<file path="src/rtl/decode_stage_param.sv">
// decode_stage_param: parametrised decode stage between fetch and execute.
//   Register file with write-through bypass, 3-source rs forwarding,
//   immediate extension, branch/jump resolution with link capture and a
//   decode/execute pipeline register with stall, flush and valid.
//
// Build option: define DECODE_R0_ZERO_EN to hardwire register 0 to zero
//   (writes to r0 are dropped, reads and bypass of r0 return 0).
//
// Ports:
//   clk, rst            clock, synchronous active-high reset
//   stall, flush        hold / bubble the pipeline register (flush wins)
//   in_valid            instruction in decode is valid
//   instr               raw instruction, immediate fields in [10:0]
//   rs_addr, rt_addr    source register addresses
//   wr_en/addr/data     writeback port
//   next_pc             PC+1 from fetch
//   fwd_sel, fwd_*      rs forward select (alu/mem/wb/regfile) and values
//   imm_sel, zext8      immediate format select
//   op2_imm             operand 2 takes the immediate
//   branch, cond        conditional branch and condition code
//   jump, jump_reg      unconditional jump, target base = rs
//   target_imm11        branch/jump offset is sext11 (else sext8)
//   link                operand 1 = next_pc (link capture)
//   store_rt_alt        store data read uses rs_addr
//   true_pc, taken      combinational redirect
//   op1_q, op2_q, store_q, link_q, dst_link_q, valid_q   execute-side registers
module decode_stage_param #(
  parameter int DATA_W   = 16,
  parameter int NUM_REGS = 8,
  parameter int REG_AW   = 3,
  parameter int LINK_REG = NUM_REGS - 1
) (
  input  logic              clk,
  input  logic              rst,
  input  logic              stall,
  input  logic              flush,
  input  logic              in_valid,
  input  logic [15:0]       instr,
  input  logic [REG_AW-1:0] rs_addr,
  input  logic [REG_AW-1:0] rt_addr,
  input  logic              wr_en,
  input  logic [REG_AW-1:0] wr_addr,
  input  logic [DATA_W-1:0] wr_data,
  input  logic [DATA_W-1:0] next_pc,
  input  logic [1:0]        fwd_sel,
  input  logic [DATA_W-1:0] fwd_alu,
  input  logic [DATA_W-1:0] fwd_mem,
  input  logic [DATA_W-1:0] fwd_wb,
  input  logic [1:0]        imm_sel,
  input  logic              zext8,
  input  logic              op2_imm,
  input  logic              branch,
  input  logic [1:0]        cond,
  input  logic              jump,
  input  logic              jump_reg,
  input  logic              target_imm11,
  input  logic              link,
  input  logic              store_rt_alt,
  output logic [DATA_W-1:0] true_pc,
  output logic              taken,
  output logic [DATA_W-1:0] op1_q,
  output logic [DATA_W-1:0] op2_q,
  output logic [DATA_W-1:0] store_q,
  output logic              link_q,
  output logic [REG_AW-1:0] dst_link_q,
  output logic              valid_q
);

  logic [DATA_W-1:0] r_regs [NUM_REGS];

  logic              w_wr_eff;
  logic [REG_AW-1:0] w_st_addr;
  logic [DATA_W-1:0] w_rs_rd, w_rt_rd, w_st_rd;
  logic [DATA_W-1:0] w_sext5, w_sext8, w_sext11, w_zext, w_imm;
  logic [DATA_W-1:0] w_op1_pre, w_op1, w_op2;
  logic [DATA_W-1:0] w_base, w_off;
  logic              w_zero, w_neg, w_cond_true;
  logic              w_unused_instr_hi;

  assign w_unused_instr_hi = ^instr[15:11];

`ifdef DECODE_R0_ZERO_EN
  assign w_wr_eff = wr_en && (wr_addr != '0);
`else
  assign w_wr_eff = wr_en;
`endif

  assign w_st_addr = store_rt_alt ? rs_addr : rt_addr;

  // Write-through bypass: a same-cycle write is visible to all three reads.
  // w_wr_eff already excludes r0 when it is hardwired, so r0 is never bypassed.
  always_comb begin
    w_rs_rd = (w_wr_eff && (wr_addr == rs_addr))   ? wr_data : r_regs[rs_addr];
    w_rt_rd = (w_wr_eff && (wr_addr == rt_addr))   ? wr_data : r_regs[rt_addr];
    w_st_rd = (w_wr_eff && (wr_addr == w_st_addr)) ? wr_data : r_regs[w_st_addr];
`ifdef DECODE_R0_ZERO_EN
    if (rs_addr == '0)   w_rs_rd = '0;
    if (rt_addr == '0)   w_rt_rd = '0;
    if (w_st_addr == '0) w_st_rd = '0;
`endif
  end

  always_ff @(posedge clk) begin
    if (rst) begin
      for (int unsigned i = 0; i < NUM_REGS; i++)
        r_regs[i[REG_AW-1:0]] <= '0;
    end else if (w_wr_eff) begin
      r_regs[wr_addr] <= wr_data;
    end
  end

  // Immediates
  assign w_sext5  = {{(DATA_W-5){instr[4]}},   instr[4:0]};
  assign w_sext8  = {{(DATA_W-8){instr[7]}},   instr[7:0]};
  assign w_sext11 = {{(DATA_W-11){instr[10]}}, instr[10:0]};
  assign w_zext   = zext8 ? {{(DATA_W-8){1'b0}}, instr[7:0]}
                          : {{(DATA_W-4){1'b0}}, instr[3:0]};

  always_comb begin
    unique case (imm_sel)
      2'b00:   w_imm = w_sext5;
      2'b01:   w_imm = w_sext8;
      2'b10:   w_imm = w_sext11;
      default: w_imm = w_zext;
    endcase
  end

  // Operands
  always_comb begin
    unique case (fwd_sel)
      2'b00:   w_op1_pre = fwd_alu;
      2'b01:   w_op1_pre = fwd_mem;
      2'b10:   w_op1_pre = fwd_wb;
      default: w_op1_pre = w_rs_rd;
    endcase
  end

  assign w_op1 = link ? next_pc : w_op1_pre;
  assign w_op2 = op2_imm ? w_imm : w_rt_rd;

  // Condition on post-link op1; target base uses pre-link rs value
  assign w_zero = ~|w_op1;
  assign w_neg  = w_op1[DATA_W-1];

  always_comb begin
    unique case (cond)
      2'b00:   w_cond_true = w_zero;
      2'b01:   w_cond_true = ~w_zero;
      2'b10:   w_cond_true = w_neg;
      default: w_cond_true = w_neg | w_zero;
    endcase
  end

  assign w_base  = jump_reg ? w_op1_pre : next_pc;
  assign w_off   = target_imm11 ? w_sext11 : w_sext8;
  assign taken   = in_valid & (jump | (branch & w_cond_true));
  assign true_pc = taken ? (w_base + w_off) : next_pc;

  // Decode/execute register
  always_ff @(posedge clk) begin
    if (rst || flush) begin
      op1_q   <= '0;
      op2_q   <= '0;
      store_q <= '0;
      link_q  <= 1'b0;
      valid_q <= 1'b0;
    end else if (!stall) begin
      op1_q   <= w_op1;
      op2_q   <= w_op2;
      store_q <= w_st_rd;
      link_q  <= link;
      valid_q <= in_valid;
    end
  end

  assign dst_link_q = link_q ? REG_AW'(LINK_REG) : '0;

endmodule

</file>
<file path="config.mk">
export PLATFORM = sky130hd
export DESIGN_NAME = decode_stage_param
export DESIGN_NICKNAME = d
export VERILOG_FILES = /design/src/rtl/decode_stage_param.sv
export SDC_FILE = /design/constraint.sdc
export NUM_CORES = 1
export LEC_CHECK = 0
export ABC_AREA = 1
export BUFFER_PORTS_ARGS = -buffer_cell sky130_fd_sc_hd__buf_2
export CAP_MARGIN = 30
export CORE_ASPECT_RATIO = 0.5
export CORE_MARGIN = 5
export CORE_UTILIZATION = 44
export CTS_CLUSTER_SIZE = 40
export DETAILED_ROUTE_END_ITERATION = 8
export HOLD_SLACK_MARGIN = 0.03
export PLACE_DENSITY = 0.64
export SETUP_SLACK_MARGIN = 0.4
export SYNTH_ARGS = -nofsm -noshare
export SYNTH_HDL_FRONTEND = slang
export SYNTH_SLANG_ARGS = --single-unit
</file>
<file path="constraint.sdc">
create_clock -name clk -period 3.57 [get_ports clk]
set_clock_uncertainty 0.1 [all_clocks]
set_input_delay 0 -clock clk [delete_from_list [all_inputs] [get_ports clk]]
set_output_delay 0 -clock clk [all_outputs]
set_load 0.01 [all_outputs]
</file>
==> summary.txt, run 1 <==
Outcome
  – Outcome: finished, final reports clean

Final layout
  – Synthesis-to-finish area growth: 26.1%
  – Layout cells sized above 1: 0.200
  – Filler cell count in the final layout: 2590
  – Reg area: 4840 µm²
  – Nets: between 2k and 2.5k
  – Area of the multi-input gates: 6500 µm²
  – Post-route insts no fill: 2385

Flow run
  – MaxCap Viol Count: 0

Drt
  – Vias per cell: 5.82
  – Detailed Route WL: 50.7 mm
  – Final ANT Viol Nets: 0
  – Initial drt markers: 1897
  – Wire per inst: 21.2 µm
  – DR vias: 13.9k
  – DRC Markers: 0
  – First-pass DRT Iterations: 6

STA
  – Setup_tns: 0 ns
  – F_max: 296 MHz
  – Worst Slack Setup Final: 0.191 ns
  – Final hold vios: 0
  – Final slew viol count: 0
  – Slew margin rel.: 0.416
  – RSZ-0062 raised after global routing: yes
  – Setup-failing EPs final: 0
  – Crit share post-route: 0.946
  – Min cycle time layout: 3.38 ns
  – Least-Margin Pin Slew: 0.867 ns

GRT
  – Initial antenna violation count: 1
  – Largest net degree at the start of global routing: 59
  – Global-route wire length before repair: 74.7 mm
  – Vias in the first global route: 12.7k
  – Remaining Overflow, GRT: 0
  – GRT Overall Usage: 0.312

Synth
  – Post-synth cell types: 40
  – Synth area leader: edfxtp_1
  – Syn Nets: 1890
  – Synth warn: 0
  – Area contributors post-synth: edfxtp_1, nand2_1, o21ai_0, dfxtp_1, nand3_1
  – Post-Syn Instances: 1749
  – Post-Syn Area: 12200 µm²
  – Post-synth EDFFs: 128
  – Top-count cell post-synth: nand2_1
  – Register area share after synthesis: 0.399
  – Async set-reset flop share out of synthesis: 0
  – Synth top cells by count: nand2_1, nor2_1, o21ai_0
  – Post-synth top area share: 0.316
  – Avg Inst Size Synth: 6.95 µm²
  – FF+latch count, synth: 178
  – Synth Flop Type: edfxtp_1

Worst setup path
  – CP Max Fanout: 3
  – Reg2reg setup slack: 1.07 ns
  – WS Path Type: reg -> out
  – Critical Path End: true_pc[11]
  – Reg2reg path depth: 8
  – Crit path required time: 3.47 ns
  – Reg-to-reg startpoint: r_regs[0][1]$_SDFFCE_PN0P_
  – Worst Setup SP: r_regs[3][4]$_SDFFCE_PN0P_
  – Startpoint Class: flip-flop
  – Arrival time worst endpoint: 3.28 ns
  – Reg2reg end: op2_q[1]$_SDFFE_PP0N_
  – Critical path capture point type: primary output

Min path
  – Worst hold-check path type: in -> reg
  – WHS Path Cells: 7
  – Hold Startpoint: fwd_wb[2]

Power and ir drop
  – VDD IR max: between 0.0003 and 0.0004 V
  – Final Power: 5830 µW
  – P_leak: 0.00699 µW
  – Power Density: 381 nW/µm²

Placement
  – Port buffer count: about 190
  – GP Congestion: 0.978
  – Final HPWL DP: 33.9 mm
  – Setup WS pre-CTS: approximately 0.18 ns
  – Dpl cells: roughly 2.3k

Floorplan
  – DIE AREA: about 31000 µm²
  – Rows: 43
  – Die Ht: 128 µm
  – Ports: roughly 200
  – Core Area: 27400 µm²
  – Initial Utilization: 0.443
  – DIE WIDTH: 245 µm

Clock network
  – TritonCTS Sinks: 178
  – CTS H-tree lvls: 4
  – Max Buffers Root-to-Sink: 2
  – Num CTS Buffers: 17
  – CTS tree: built
  – Reg clk slew, reported paths: 0.07 ns
  – Clk_lat worst skew: 0.46 ns
  – Clock root buffer: clkbuf_16
-- state kept, by name, indices dropped and copies added (netlist names) --
register,count
valid_q,1
link_q,1
op2_q,16
r_regs,128
op1_q,16
store_q,16
-- placed cells by master (no fill, tap or decap), drive strengths merged --
cell         count
ha              15
a32o             2
o21ai          212
dfxtp           50
edfxtp         128
xnor2            2
o211ai          25
o311ai           3
a31oi           34
o221ai           7
diode            1
nand2          371
inv            133
or2              5
buf            290
dlygate4sd3     70
o31ai            2
nand4            5
nor2           255
a21boi           1
nor3             1
xor2            13
o21bai           1
a21oi          138
clkinv          23
clkbuf          17
a221oi           7
a21o             1
a22o             3
clkinvlp         3
o22ai           10
nand3          196
fa               1
-- timing repair --
| item | in CTS | in global routing |
|---|---|---|
| endpoints found under the setup margin | 17 | 17 |
| setup buffers | 16 | 12 |
| hold buffers | 70 | 0 |
| endpoints found under the hold margin | 141 | 0 |
| resized for setup | 33 | 33 |
| pin swaps | 26 | 36 |
-- metal layers --
metal  routed length, µm  global-route usage  share of wire
met5                   0                   0              0
met4                1620               0.112          0.032
met3                6520              0.0763           0.13
met2               22200               0.488           0.44
met1               20400               0.425           0.40
-- cell families (layout without fill, tap and decap cells) --
group / Yosys count / count (layout) / share of synthesized area
and+or+nand+nor: 833 / 833 / 0.286
DFF: 178 / 178 / 0.399
other: 0 / 1 / 0
buffers and inverters: 261 / 536 / 0.0861
xor gates and xnor gates: 15 / 15 / 0.0108
AOI/OAI and AO/OA: 446 / 446 / 0.201
adders and majority gates: 16 / 16 / 0.0171
-- how the worst min path moves through the flow --
stage / endpoint / slack (ns)
after global routing: op1_q[2]$_SDFFE_PP0N_ / 0.07
after CTS: op1_q[0]$_SDFFE_PP0N_ / 0.04
after global placement: store_q[1]$_SDFFE_PP0N_ / 0.19
after detailed placement: store_q[1]$_SDFFE_PP0N_ / 0.19
final: op1_q[2]$_SDFFE_PP0N_ / 0.04
after floorplan: true_pc[10] / 0.02
-- worst max-delay path: stages, from the launching register on --
cell and delay, ns:
edfxtp_1 0.46, nand2_1 0.10, nand3_1 0.10, nand3_2 0.10
nand3_2 0.09, nand2_2 0.12, a31oi_1 0.11, ha_1 0.37
nand2_1 0.12, inv_2 0.06, a21oi_4 0.17, o21ai_2 0.08
a21oi_2 0.16, o21ai_2 0.08, a21boi_2 0.19, buf_4 0.14
xnor2_1 0.10, nand3_1 0.09, nand2_1 0.07, buf_2 0.12
-- layout make-up --
| type | instances | share of cell area |
|---|---|---|
| diodes | 1 | 0.000163 |
| flip-flops and latches | 178 | 0.316 |
| clock inverters | 15 | 0.00711 |
| multi-input cells | 1310 | 0.424 |
| well taps | 360 | 0.0294 |
| repair buffers | 360 | 0.159 |
| inverters | 144 | 0.0355 |
| clock buffers | 17 | 0.0278 |
-- power breakdown --
group          switching (µW)  total [µW]  internal [µW]  leakage (µW)
logic                    1040        1640            599       0.00509
registers                75.3        2410           2330       0.00164
clock network             884        1780            893      0.000259
-- per-stage QoR --
step	util	area, µm²	hold slack, ns
finish	0.558	15300	0.0449
global route	0.558	15300	0.0683
CTS	0.551	15100	0.0391
detailed placement	0.497	13600	0.194
global placement	0.496	13600	0.193
floorplan	-	12200	0.0175
No activity file was read; power rests on OpenSTA's default activity.
==> run 2: changes to the inputs <==
--- a/config.mk
+++ b/config.mk
@@ -5,7 +5,6 @@
 export SDC_FILE = /design/constraint.sdc
 export NUM_CORES = 1
 export LEC_CHECK = 0
-export ABC_AREA = 1
 export BUFFER_PORTS_ARGS = -buffer_cell sky130_fd_sc_hd__buf_2
 export CAP_MARGIN = 30
 export CORE_ASPECT_RATIO = 0.5
==> run 2 against run 1 <==
  * Sequential power hardly changed
  * The run now ends with negative setup slack left
  * Critical endpoint is now true_pc[15]
  * Highest routed layer is now met5
  * Critical path depth decreased by 2
  * Register-to-register slack improved by 0.03 ns
  * Synthesized cell count fell by 36%
  * Utilization up 1.9 points
  * Combinational power is 9% higher
  * Clock-buffer cell count up 3
==> summary.txt, run 2 <==
STA
  – Setup_tns: -7.48 ns (-7.48 ns)
  – Crit share post-route: 1.16 (+0.217)
  – RSZ-0062 raised after global routing: yes
  – Final slew viol count: 0 (unchanged)
  – Worst Slack Setup Final: -0.584 ns (-0.775 ns)
  – Hold slack: 0.0511 ns (+0.00616 ns)
  – Least-Margin Pin Slew: 0.932 ns (+0.0648 ns)
  – F_max: 241 MHz (-19%)
  – Final hold vios: 0 (unchanged)
  – Slew margin rel.: 0.379 (-0.0371)
  – Setup-failing EPs final: 17 (+17)
  – Min cycle time layout: 4.15 ns (+0.775 ns)

Flow run
  – MaxCap Viol Count: 0 (unchanged)

Clock network
  – Clk_lat worst skew: 0.45 ns (about the same)
  – Num CTS Buffers: 17 (unchanged)
  – TritonCTS Sinks: 178 (unchanged)
  – Reg clk slew, reported paths: 0.07 ns (about the same)
  – CTS tree: built
  – CTS H-tree lvls: 4 (unchanged)
  – Max Buffers Root-to-Sink: 2 (unchanged)
  – Clock root buffer: clkbuf_16

Synth
  – Synth Flop Type: edfxtp_1
  – Post-Syn Area: 12300 µm² (+1.0%)
  – Syn Nets: 1256 (-34%)
  – Synth area leader: edfxtp_1
  – Top-count cell post-synth: edfxtp_1
  – Post-Syn Instances: 1115 (-36%)
  – Post-synth top area share: 0.313 (-0.00316)
  – Synth top cells by count: edfxtp_1, nor2_1, and2_1
  – Avg Inst Size Synth: 11.0 µm² (+58%)
  – Async set-reset flop share out of synthesis: 0 (unchanged)
  – FF+latch count, synth: 178 (unchanged)
  – Post-synth EDFFs: 128 (unchanged)
  – Synth warn: 0 (unchanged)
  – Post-synth cell types: 59 (+48%)
  – Area contributors post-synth: edfxtp_1, mux4_2, dfxtp_1, and2_1, mux2i_1
  – Register area share after synthesis: 0.395 (-0.00398)

Worst setup path
  – Reg-to-reg startpoint: r_regs[5][10]$_SDFFCE_PN0P_
  – Startpoint Class: flip-flop
  – Reg2reg end: op1_q[10]$_SDFFE_PP0N_
  – CP Max Fanout: 3 (unchanged)
  – Crit path required time: 3.47 ns (about the same)
  – WS Path Type: reg -> out
  – Critical path capture point type: primary output
  – Reg2reg setup slack: 1.10 ns (+0.03 ns)
  – Reg2reg path depth: 10 (+2)
  – Arrival time worst endpoint: 4.05 ns (+0.77 ns)

GRT
  – Largest net degree at the start of global routing: 51 (-14%)
  – Initial antenna violation count: 2 (+1)
  – GRT Overall Usage: 0.282 (-0.0295)
  – Global-route wire length before repair: 66.4 mm (-11%)
  – Vias in the first global route: 11.0k (-14%)
  – Remaining Overflow, GRT: 0 (unchanged)

Power and ir drop
  – P_leak: 0.00639 µW (-8.5%)
  – Power Density: 396 nW/µm² (+4.0%)
  – VDD IR max: 0.000362 V (+13%)

Floorplan
  – DIE AREA: 31500 µm² (+0.95%)
  – Die Ht: 128 µm (+0.46%)
  – DIE WIDTH: 246 µm (+0.48%)
  – Initial Utilization: 0.445 (+0.00185)
  – Rows: 43 (unchanged)
  – Core Area: 27600 µm² (+0.59%)
  – Ports: 195 (unchanged)

Final layout
  – Filler cell count in the final layout: 2259 (-13%)
  – Design Area, Final: 15900 µm² (+3.9%)
  – Most frequent cells in the layout: buf_2, buf_4, edfxtp_1
  – Leading cell type in the layout, fill and taps excluded: buf_2
  – Top reg by flops: r_regs
  – Synthesis-to-finish area growth: 29.7%
  – Layout cells sized above 1: 0.377 (+0.177)
  – Area of the multi-input gates: 7210 µm² (+11%)
  – Nets: 1553 (-28%)
  – Max reg flops: 128 (unchanged)
  – Reg area: 4840 µm² (unchanged)

Drt
  – DR vias: 11.1k (-20%)
  – Final ANT Viol Nets: 0 (unchanged)
  – Initial drt markers: 1257 (-34%)
  – Wire per inst: 25.1 µm (+18%)
  – First-pass DRT Iterations: 6 (unchanged)
  – DRC Markers: 0 (unchanged)
  – Detailed Route WL: 45.3 mm (-11%)
  – Vias per cell: 6.15 (+5.7%)

Placement
  – GP Congestion: 0.925 (-5.4%)
  – Placed Instance Area: 14300 µm² (+4.9%)
  – Final HPWL DP: 31.9 mm (-6.1%)
  – Port buffer count: 189 (unchanged)

Min path
  – Worst hold-check path type: in -> reg
  – WHS Endpoint: op2_q[9]$_SDFFE_PP0N_
  – WHS Path Cells: 7 (unchanged)
  – Hold Startpoint: instr[9]

Outcome
  – Failing checks: negative setup slack
  – Outcome: finished with violations
run 2: cell types whose count changed after synthesis, sizes merged, moves of 96 or more:
cell	change
mux4	+96
nand3	-186
o21ai	-181
inv	-111
and2	+120
nand2	-332
nor2	-134
run 2: how the worst max path moves through the flow:
stage | start | to | slack (ns)
2_1_floorplan | r_regs[7][0]$_SDFFCE_PN0P_ | true_pc[14] | 0.17
3_3_place_gp | r_regs[4][8]$_SDFFCE_PN0P_ | true_pc[15] | -0.27
3_5_place_dp | r_regs[4][8]$_SDFFCE_PN0P_ | true_pc[15] | -0.32
4_1_cts | r_regs[4][0]$_SDFFCE_PN0P_ | true_pc[10] | -0.62
5_1_grt | r_regs[5][0]$_SDFFCE_PN0P_ | true_pc[10] | -0.72
6_report | r_regs[5][8]$_SDFFCE_PN0P_ | true_pc[15] | -0.58
run 2: final cells by class:
class	count	share of cell area
Timing Repair Buffer	383	0.168
Antenna cell	1	0.000157
Sequential cell	178	0.304
Inverter	20	0.00472
Multi-Input combinational cell	812	0.453
Tap cell	382	0.0300
Clock inverter	12	0.0126
Clock buffer	20	0.0274
run 2: critical path, stage by stage (launching register included):
cell      delay, ns
edfxtp_1       0.43
mux4_2         0.49
mux2_4         0.31
a221oi_4       0.28
buf_4          0.16
a21oi_1        0.07
ha_1           0.34
a21o_1         0.17
a21o_1         0.19
a21oi_2        0.18
a31o_4         0.17
a21oi_2        0.05
xnor2_1        0.19
buf_4          0.16
nand3_2        0.08
o21ai_2        0.10
a22oi_2        0.09
buf_2          0.15
run 2: what timing repair did:
item                                   4_1_cts  5_1_grt
pin swaps                                   24       21
resized for setup                           42       19
buffers inserted                            23        8
setup endpoints to repair                   17       17
hold buffers                                48        0
gates cloned                                 0        0
endpoints found under the hold margin      150        0
run 2: stage by stage:
stage          worst slack (ns)  utilization  instances  power [µW]
4_1_cts                  -0.617        0.571       1799        6240
6_report                 -0.584        0.577       1808        6300
3_5_place_dp             -0.320        0.518       1696        4010
3_3_place_gp             -0.265        0.518       1696        3970
5_1_grt                  -0.723        0.577       1808        6500
2_1_floorplan             0.170            -       1115        3390
run 2: per-layer routing:
| layer | global-route usage | wire (µm) |
|---|---|---|
| met1 | 0.371 | 18000 |
| met2 | 0.455 | 21000 |
| met3 | 0.0702 | 4610 |
| met4 | 0.114 | 1690 |
| met5 | 0 | 8 |
run 2: logic make-up (layout without fill, tap and decap cells):
kind of cell             after synthesis  in the layout  synth area share
adder cells (fa/ha/maj)               16             16            0.0169
flip-flops                           178            178             0.395
XOR/XNOR                              21             21            0.0150
AO/OA/AOI/OAI                        223            223             0.119
other                                  0              1                 0
AND/OR/NAND/NOR                      371            371             0.157
multiplexers                         181            181             0.253
buffers and inverters                125            435            0.0447
run 2: where the power goes:
group          leakage [µW]  switching [µW]  internal, µW  total (µW)
registers           0.00163            85.6          2330        2420
clock network      0.000310             845          1250        2090
logic               0.00445             913           877        1790
